`src/rtl/dsp_z_accum_pkg.sv`:
```
// Shared types and default widths for the DSP product accumulator.
package dsp_z_accum_pkg;

  localparam int unsigned ZWidthDef   = 38;
  localparam int unsigned AccWidthDef = 48;
  localparam int unsigned OutWidthDef = 20;
  localparam int unsigned CntWidthDef = 8;
  localparam int unsigned ShiftWidth  = 6;

  typedef enum logic [0:0] {
    StAccum,
    StHold
  } state_e;

endpackage

```
`src/rtl/dsp_z_accum_rndsat.sv`:
```
// Combinational arithmetic shift, optional round-half-up and signed saturation.
// Rounding is enabled by defining DSP_Z_ACCUM_ROUND_EN.
module dsp_z_accum_rndsat
  import dsp_z_accum_pkg::*;
#(
  parameter int unsigned ACC_WIDTH = AccWidthDef,
  parameter int unsigned OUT_WIDTH = OutWidthDef
) (
  input  logic [ACC_WIDTH-1:0]  sum_i,
  input  logic [ShiftWidth-1:0] shamt_i,
  output logic [OUT_WIDTH-1:0]  data_o,
  output logic                  sat_o
);

  // One guard bit so adding the rounding constant can never overflow.
  localparam int unsigned W = ACC_WIDTH + 1;
  localparam logic signed [W-1:0] MaxVal = {{(W - OUT_WIDTH + 1){1'b0}}, {(OUT_WIDTH - 1){1'b1}}};
  localparam logic signed [W-1:0] MinVal = ~MaxVal;

  logic signed [W-1:0] ext;
  logic signed [W-1:0] rnd;
  logic signed [W-1:0] shifted;

  always_comb begin
    ext = $signed({sum_i[ACC_WIDTH-1], sum_i});
    rnd = '0;
`ifdef DSP_Z_ACCUM_ROUND_EN
    if (shamt_i != '0) begin
      rnd = W'(1) << (shamt_i - 1'b1);
    end
`endif
    shifted = (ext + rnd) >>> shamt_i;

    sat_o  = 1'b0;
    data_o = shifted[OUT_WIDTH-1:0];
    if (shifted > MaxVal) begin
      sat_o  = 1'b1;
      data_o = MaxVal[OUT_WIDTH-1:0];
    end else if (shifted < MinVal) begin
      sat_o  = 1'b1;
      data_o = MinVal[OUT_WIDTH-1:0];
    end
  end

endmodule

```
`src/rtl/dsp_z_accum.sv`:
```
// Frame accumulator for DSP z_o products with shift/round/saturate and a valid/ready result port.
// Optional rounding macro: DSP_Z_ACCUM_ROUND_EN (handled inside dsp_z_accum_rndsat).
module dsp_z_accum
  import dsp_z_accum_pkg::*;
#(
  parameter int unsigned Z_WIDTH   = ZWidthDef,
  parameter int unsigned ACC_WIDTH = AccWidthDef,
  parameter int unsigned OUT_WIDTH = OutWidthDef,
  parameter int unsigned CNT_WIDTH = CntWidthDef
) (
  input  logic                  clock_i,
  input  logic                  reset_i,
  input  logic [Z_WIDTH-1:0]    z_i,
  input  logic                  z_valid_i,
  input  logic                  z_last_i,
  input  logic [ShiftWidth-1:0] shift_i,
  output logic                  z_ready_o,
  output logic [OUT_WIDTH-1:0]  out_data_o,
  output logic                  out_sat_o,
  output logic [CNT_WIDTH-1:0]  out_count_o,
  output logic                  out_valid_o,
  input  logic                  out_ready_i
);

  state_e                  state_q, state_d;
  logic [ACC_WIDTH-1:0]    acc_q;
  logic [CNT_WIDTH-1:0]    cnt_q;
  logic [ShiftWidth-1:0]   shift_q;
  logic [OUT_WIDTH-1:0]    out_data_q;
  logic                    out_sat_q;
  logic [CNT_WIDTH-1:0]    out_count_q;

  logic                    accept;
  logic                    first;
  logic [ACC_WIDTH-1:0]    z_ext;
  logic [ACC_WIDTH-1:0]    sum_d;
  logic [CNT_WIDTH-1:0]    cnt_d;
  logic [ShiftWidth-1:0]   shift_sel;
  logic [ShiftWidth-1:0]   shift_eff;
  logic [OUT_WIDTH-1:0]    rs_data;
  logic                    rs_sat;

  assign z_ready_o   = (state_q == StAccum);
  assign out_valid_o = (state_q == StHold);
  assign out_data_o  = out_data_q;
  assign out_sat_o   = out_sat_q;
  assign out_count_o = out_count_q;

  // A zero beat count marks the start of a frame; the count saturates, so it never wraps to 0.
  always_comb begin
    accept    = z_valid_i & z_ready_o;
    first     = (cnt_q == '0);
    z_ext     = {{(ACC_WIDTH - Z_WIDTH){z_i[Z_WIDTH-1]}}, z_i};
    sum_d     = first ? z_ext : acc_q + z_ext;
    cnt_d     = first ? CNT_WIDTH'(1) : ((&cnt_q) ? cnt_q : cnt_q + 1'b1);
    shift_sel = first ? shift_i : shift_q;
    shift_eff = (shift_sel >= ShiftWidth'(ACC_WIDTH)) ? ShiftWidth'(ACC_WIDTH - 1) : shift_sel;
  end

  dsp_z_accum_rndsat #(
    .ACC_WIDTH(ACC_WIDTH),
    .OUT_WIDTH(OUT_WIDTH)
  ) u_rndsat (
    .sum_i  (sum_d),
    .shamt_i(shift_eff),
    .data_o (rs_data),
    .sat_o  (rs_sat)
  );

  always_comb begin
    state_d = state_q;
    unique case (state_q)
      StAccum: if (accept && z_last_i) state_d = StHold;
      StHold:  if (out_ready_i) state_d = StAccum;
      default: state_d = StAccum;
    endcase
  end

  always_ff @(posedge clock_i) begin
    if (reset_i) begin
      state_q     <= StAccum;
      acc_q       <= '0;
      cnt_q       <= '0;
      shift_q     <= '0;
      out_data_q  <= '0;
      out_sat_q   <= 1'b0;
      out_count_q <= '0;
    end else begin
      state_q <= state_d;
      if (accept) begin
        if (z_last_i) begin
          acc_q       <= '0;
          cnt_q       <= '0;
          out_data_q  <= rs_data;
          out_sat_q   <= rs_sat;
          out_count_q <= cnt_d;
        end else begin
          acc_q <= sum_d;
          cnt_q <= cnt_d;
          if (first) shift_q <= shift_i;
        end
      end
    end
  end

endmodule
```
`config.mk`:
```
export PLATFORM = sky130hd
export DESIGN_NAME = dsp_z_accum
export DESIGN_NICKNAME = d
export VERILOG_FILES = /design/src/rtl/dsp_z_accum_pkg.sv /design/src/rtl/dsp_z_accum_rndsat.sv /design/src/rtl/dsp_z_accum.sv
export SDC_FILE = /design/constraint.sdc
export NUM_CORES = 1
export LEC_CHECK = 0
export ABC_CLOCK_PERIOD_IN_PS = 17700
export CAP_MARGIN = 5
export CORE_UTILIZATION = 30
export DETAILED_ROUTE_END_ITERATION = 16
export PLACE_DENSITY = 0.57
export SYNTH_ARGS = -nofsm -noshare
export SYNTH_HDL_FRONTEND = slang
export SYNTH_SLANG_ARGS = --single-unit
```
`constraint.sdc`:
```
create_clock -name clock_i -period 17.7 [get_ports clock_i]
set_input_delay 5.31 -clock clock_i [delete_from_list [all_inputs] [get_ports clock_i]]
set_output_delay 5.31 -clock clock_i [all_outputs]
set_load 0.01 [all_outputs]
```
# Word level (Yosys, flattened, before mapping)
# Cells that the tools add are included.
[op_classes] addsub=2 mul=0 div=0 magnitude_cmp=3 n_eq_ne=0 n_shift=1 mux=14 n_bitwise=3 n_reduce_logical=5
[op_table] cell="2-to-1 mux 48 bit" count=2
[op_table] cell="> comparator 49 x 20 -> 1 bit (second input constant)" count=1
[op_table] cell="less-than comparator 49 x 20 -> 1 bit (second input constant)" count=1
[op_table] cell=">>> shifter 48 x 6 -> 49 bit" count=1
[op_table] cell="adder 48 bit" count=1
[op_table] cell="2-to-1 mux 20 bit" count=2
[op_table] cell="2-to-1 mux 8 bit" count=3
[op_table] cell="2-to-1 mux 6 bit" count=2
[op_table] cell="adder 8 x 1 -> 8 bit (second input constant)" count=1
[op_table] cell="logical NOT 8 bit" count=1
[op_table] cell="AND reduction 8 bit" count=1
[op_table] cell=">= comparator 6 bit (second input constant)" count=1
[op_table] cell="2-to-1 mux 1 bit" count=4
[op_table] cell="AND reduction 2 bit" count=2
[op_table] cell="inverter 1 bit" count=2
[op_table] cell="case mux 1 bit (2 select lines)" count=1
[op_table] cell="AND 1 bit" count=1
[op_table] cell="logical AND 1 bit" count=1
[totals] regBits=92 latchBits=0 ramBits=0 rom_bits=0 output_inout_bits=31 word_cells=35 mem_count=0

# Logic depth before layout (Yosys ltp)
[depth] ltp_word=8 ltp_mapped=20 ltp_nobuf=17

# Hierarchy
# A second synthesis with hierarchy kept.
[hier_totals] cells_unflattened=1397 area_unflattened_um2=10770.3
[by_module_without_submodules] mod="dsp_z_accum" n_inst=1 cells_per_inst=891 area_each_um2=6642.6 seq_area_each_um2=1841.8
[by_module_without_submodules] mod="dsp_z_accum_rndsat" n_inst=1 cells_per_inst=506 area_each_um2=4127.7 seq_area_each_um2=0.0

# Worst setup path before layout
# Ideal clock, no wire load.
[synth_path] path_kind="in2reg" start="in z_i[0]" end="reg out_data_q[8], in the netlist out_data_o[8]" setup_time_ns=0.080 arrival_time_ns=9.190 t_required_ns=17.620 slack_ns=8.430 stages=18 path_buffers=1 path_cell_list="ha_1 -> fa_1 -> a211oi_2 -> o21ai_2 -> a211oi_2 -> o21bai_2 -> o211a_1 -> a211oi_4 -> nor2_2 -> o32ai_4 -> nand2_1 -> a221oi_1 -> nand4_1 -> o21a_1 -> o41ai_2 -> buf_4 -> o2111ai_1 -> a211oi_2"
[synth_via] elab_chain_len=6 elab_cells_between_ends=7 classes_between="1 x add/sub; 2 x order compare; 1 x shift; 3 x mux"
[synth_rtl] element="from (decl)" line_no="dsp_z_accum.sv:13" source="input logic [Z_WIDTH-1:0] z_i,"
[synth_rtl] element="adder 48 bit" line_no="dsp_z_accum.sv:54" source="sum_d = first ? z_ext : acc_q + z_ext;"
[synth_rtl] element="2-to-1 mux 48 bit *" line_no="dsp_z_accum.sv:54"
[synth_rtl] element=">>> shifter 48 x 6 -> 49 bit *" line_no="dsp_z_accum_rndsat.sv:32" source="shifted = (ext + rnd) >>> shamt_i;"
[synth_rtl] element="less-than comparator 49 x 20 -> 1 bit" line_no="dsp_z_accum_rndsat.sv:39" source="end else if (shifted < MinVal) begin"
[synth_rtl] element="2-to-1 mux 20 bit" line_no="dsp_z_accum_rndsat.sv:39"
[synth_rtl] element="2-to-1 mux 20 bit *" line_no="dsp_z_accum_rndsat.sv:36" source="if (shifted > MaxVal) begin"
[synth_rtl] element="to (signal assigned)" line_no="dsp_z_accum.sv:94" source="out_data_q <= rs_data;"
[synth_rtl] element="to (decl)" line_no="dsp_z_accum.sv:29" source="logic [OUT_WIDTH-1:0] out_data_q;"
# Every way passes the cells marked *; elsewhere a longest branch is shown, timed or not.
# A chain may end at the register's enable or synchronous reset.

# Final worst setup path
[layout_path] start="in z_i[30]" end="reg out_data_q[1], in the netlist out_data_o[1]"
# Same word-level chain as after synthesis.

==> results.yml <==
run_status:
  status: "finished clean"
flow_run:
  drv_cap: 0
logic_synthesis:
  synth.avg_cell_area_sq_um: 6.755
  synth.ff_latch_count: 92
  yosysTopAreaCellShare_pct: 15.28
  yosys.area_share.simple_pct: 27.20
  synth_area_leaders: "dfxtp_1 (15%), nand2_1 (7.6%), a21oi_1 (7.3%)"
  synthXorXnorAreaFrac_pct: 2.835
  synth_cell_type_count: 103
  syn_area_sq_um: 12050
  synth_flop_cell: "dfxtp_1"
  syn_inst: 1784
  synth_compound_area_share_pct: 37.08
  synth_fa_ha_area_share_pct: 5.254
  synth_top_family_by_area: "compound AO/OA/AOI/OAI gates"
  ys_seq_area_share_pct: 15.28
  async_reset_ff_share_pct: 0
  ys_warn_count: 0
  yosys.area.top_type: "dfxtp_1"
  synth_mux_area_share_pct: 6.614
  synth_nets: 1883
  synth-edff-count: 0
sta:
  period_needed_ns: 11.30
  rsz0062_at_grt: "false"
  setup-violations-final: 0
  fmax_mhz: 88.49
  max_slew_margin_pct: 33.35
  worstMarginPinSlew_ns: 0.9972
  tns_ns: 0
  period_share_pct: 63.85
  maxSlewViolCount: 0
  finalHoldViolCount: 0
  fin_skew_ns: 0.01626
power:
  power_density_nw_per_um2: 70.33
  p_leak_nw: 4.945
  peakVddDrop_mv: 0.05663
  total_power_mw: 0.9434
worst_hold_path:
  holdPathEnd: "shift_q[2]"
  hold_start: "shift_q[2]"
  hp-class: "reg -> reg"
  holdPathStages: 2
detailed_routing:
  vias: 14170
  wl_mm: 55.44
  drtPass1Iterations: 6
  vias_per_cell: 6.186
  ant_nets: 0
  drc_errors: 0
  drt_iter0_drc: 1393
  wl_per_cell_um: 24.21
setup_path:
  r2r-end: "out_data_o[4]"
  reg2regPathDepth: 19
  end_kind: "register"
  crit_path_max_fanout: 20
  start_kind: "input pin"
  crit_arrival_ns: 11.55
  r2r_setup_slack_ns: 11.15
  regToRegStartpoint: "cnt_q[0]"
  worstSetupPathType: "in -> reg"
  crit_required_ns: 17.95
layout:
  final_core_utilization_pct: 33.84
  drive_gt1_share_pct: 6.799
  multi_input_area_sq_um: 9567
  fin_nets: 1859
  seq_area_sq_um: 1842
  fillers: 4465
  syn_to_final_growth_pct: 11.32
  antenna_cells: 0
clocking:
  postCtsHoldBufs: 0
  insertion_delay_ns: 0.41
  cts_root_buf: "clkbuf_16"
  cts_made_buffers: 9
  clock-sinks: 92
  ctsResizeCount: 0
  cts_max_level: 3
  cts.path.max_buffers: 2
  cts_setup_buffers: 0
  clk_pin_slew_worst_paths_ns: 0.08
  cts_tree: "done"
floorplanning:
  dieArea_sq_um: 40970
  core_sq_um: 39640
  die_w_um: 202.4
  rows: 73
  initial_core_util_pct: 30.40
  io_pins: 80
  die_h_um: 202.4
global_route:
  grt_pass1_wl_mm: 84.27
  grt_max_degree: 72
  grt_use_total_pct: 26.79
  grt_pass1_vias: 13370
  antenna_found_initial: 0
  overflow: 0
place:
  port-buffer-count: 79
  gp_congestion: 1.022
  dp_hpwl_mm: 43.13
==> registers in the layout, indices dropped and copies added, names as in the netlist <==
signal / count
acc_q: 48
out_count_o: 8
out_valid_o: 1
cnt_q: 8
shift_q: 6
out_sat_o: 1
out_data_o: 20
==> power breakdown <==
| group | switching [mW] | total, mW | leakage, nW | internal (mW) |
|---|---|---|---|---|
| clock network | 0.108 | 0.211 | 0.149 | 0.103 |
| registers | 0.00833 | 0.227 | 0.752 | 0.218 |
| logic | 0.339 | 0.506 | 4.04 | 0.166 |
==> final cells by class <==
class,count,share of cell area (%)
Sequential cell,92,13.73
Multi-Input combinational cell,1538,71.32
Inverter,11,0.3078
Clock buffer,10,1.782
Clock inverter,6,0.4664
Timing Repair Buffer,108,7.499
Tap cell,525,4.897
==> cell usage in the layout, fill, tap and decap left out, drive strengths merged, types with 21 or more instances in the layout <==
master / n
buf: 30
o211ai: 40
nand2: 246
nand3: 68
a21oi: 177
mux2i: 68
clkdlybuf4s50: 78
a22oi: 35
and3: 21
a21o: 26
a211oi: 53
dfxtp: 92
nand4: 32
nor2: 237
nor3: 46
a31oi: 22
ha: 49
o21ai: 132
==> metrics by stage <==
step | std cells | setup slack [ns] | hold slack [ns] | area (sq um)
global route | 2290 | 6.133 | 0.4963 | 13410
floorplan | 1784 | 8.430 | 0.4356 | 12050
detailed placement | 2274 | 6.220 | 0.4506 | 13110
CTS | 2290 | 6.618 | 0.4605 | 13410
finish | 2290 | 6.399 | 0.4639 | 13410
global placement | 2274 | 6.097 | 0.4457 | 13110
==> worst max path at each step <==
stage	start	slack, ns	to	cells after the start
6_report	z_i[30]	6.40	out_data_o[1]	16
5_1_grt	z_i[14]	6.13	out_data_o[1]	17
4_1_cts	z_i[34]	6.62	out_data_o[1]	17
3_5_place_dp	z_i[14]	6.22	out_data_o[1]	17
3_3_place_gp	z_i[34]	6.10	out_data_o[13]	17
2_1_floorplan	z_i[0]	8.43	out_data_o[8]	18
==> critical path, cell delays in order <==
cell and delay [ns]:
clkdlybuf4s50_1 0.47, ha_1 0.64, and4_1 0.40, nand2_1 0.16, a211oi_1 0.77, nor3_1 0.21, nor2_2 0.32, mux2i_2 0.66
a21oi_1 0.28, a221oi_1 0.63, nand2_1 0.12, nor4b_1 0.36, nand2_1 0.12, a21oi_1 0.18, a22o_1 0.70, o21ai_0 0.19
==> synthesized netlist by cell type, types with 8 or more instances <==
cell / instances
nand2_1: 244
nor2_1: 233
a21oi_1: 175
o21ai_0: 101
dfxtp_1: 92
nand3_1: 68
mux2i_1: 67
clkbuf_1: 61
buf_2: 51
ha_1: 49
nor3_1: 46
a211oi_1: 40
o211ai_1: 39
a22oi_1: 34
nand4_1: 32
o21ai_1: 27
a21o_1: 26
a31oi_1: 22
and3_1: 21
xnor2_1: 20
buf_1: 19
xor2_1: 19
o21a_1: 15
a221oi_1: 14
o221ai_1: 12
a211oi_2: 11
buf_4: 11
inv_1: 11
o2111ai_1: 11
o22ai_1: 11
o31ai_1: 11
mux2_2: 10
nand2b_1: 9
nor4_1: 9
or3_1: 9
and4_1: 8
==> cell families (layout without fill, tap and decap cells) <==
kind of cell / after synthesis / count (layout)
adders and majority gates: 50 / 50
muxes: 78 / 78
and+or+nand+nor: 721 / 721
DFF: 92 / 92
buffers and inverters: 154 / 135
AOI/OAI and AO/OA: 650 / 650
xor gates and xnor gates: 39 / 39
==> per-layer routing <==
metal | vias up | global-route usage (%) | wire [um] | part of all wire (%)
met3 | 74 | 4.015 | 3847 | 6.9
met1 | 6846 | 36.55 | 25040 | 45
met5 | - | 0 | 0 | 0
met2 | 583 | 42.59 | 24900 | 45
met4 | 0 | 9.372 | 1648 | 3.0
li1 | 6663 | - | - | -
Power figures use the tool's default switching activity.
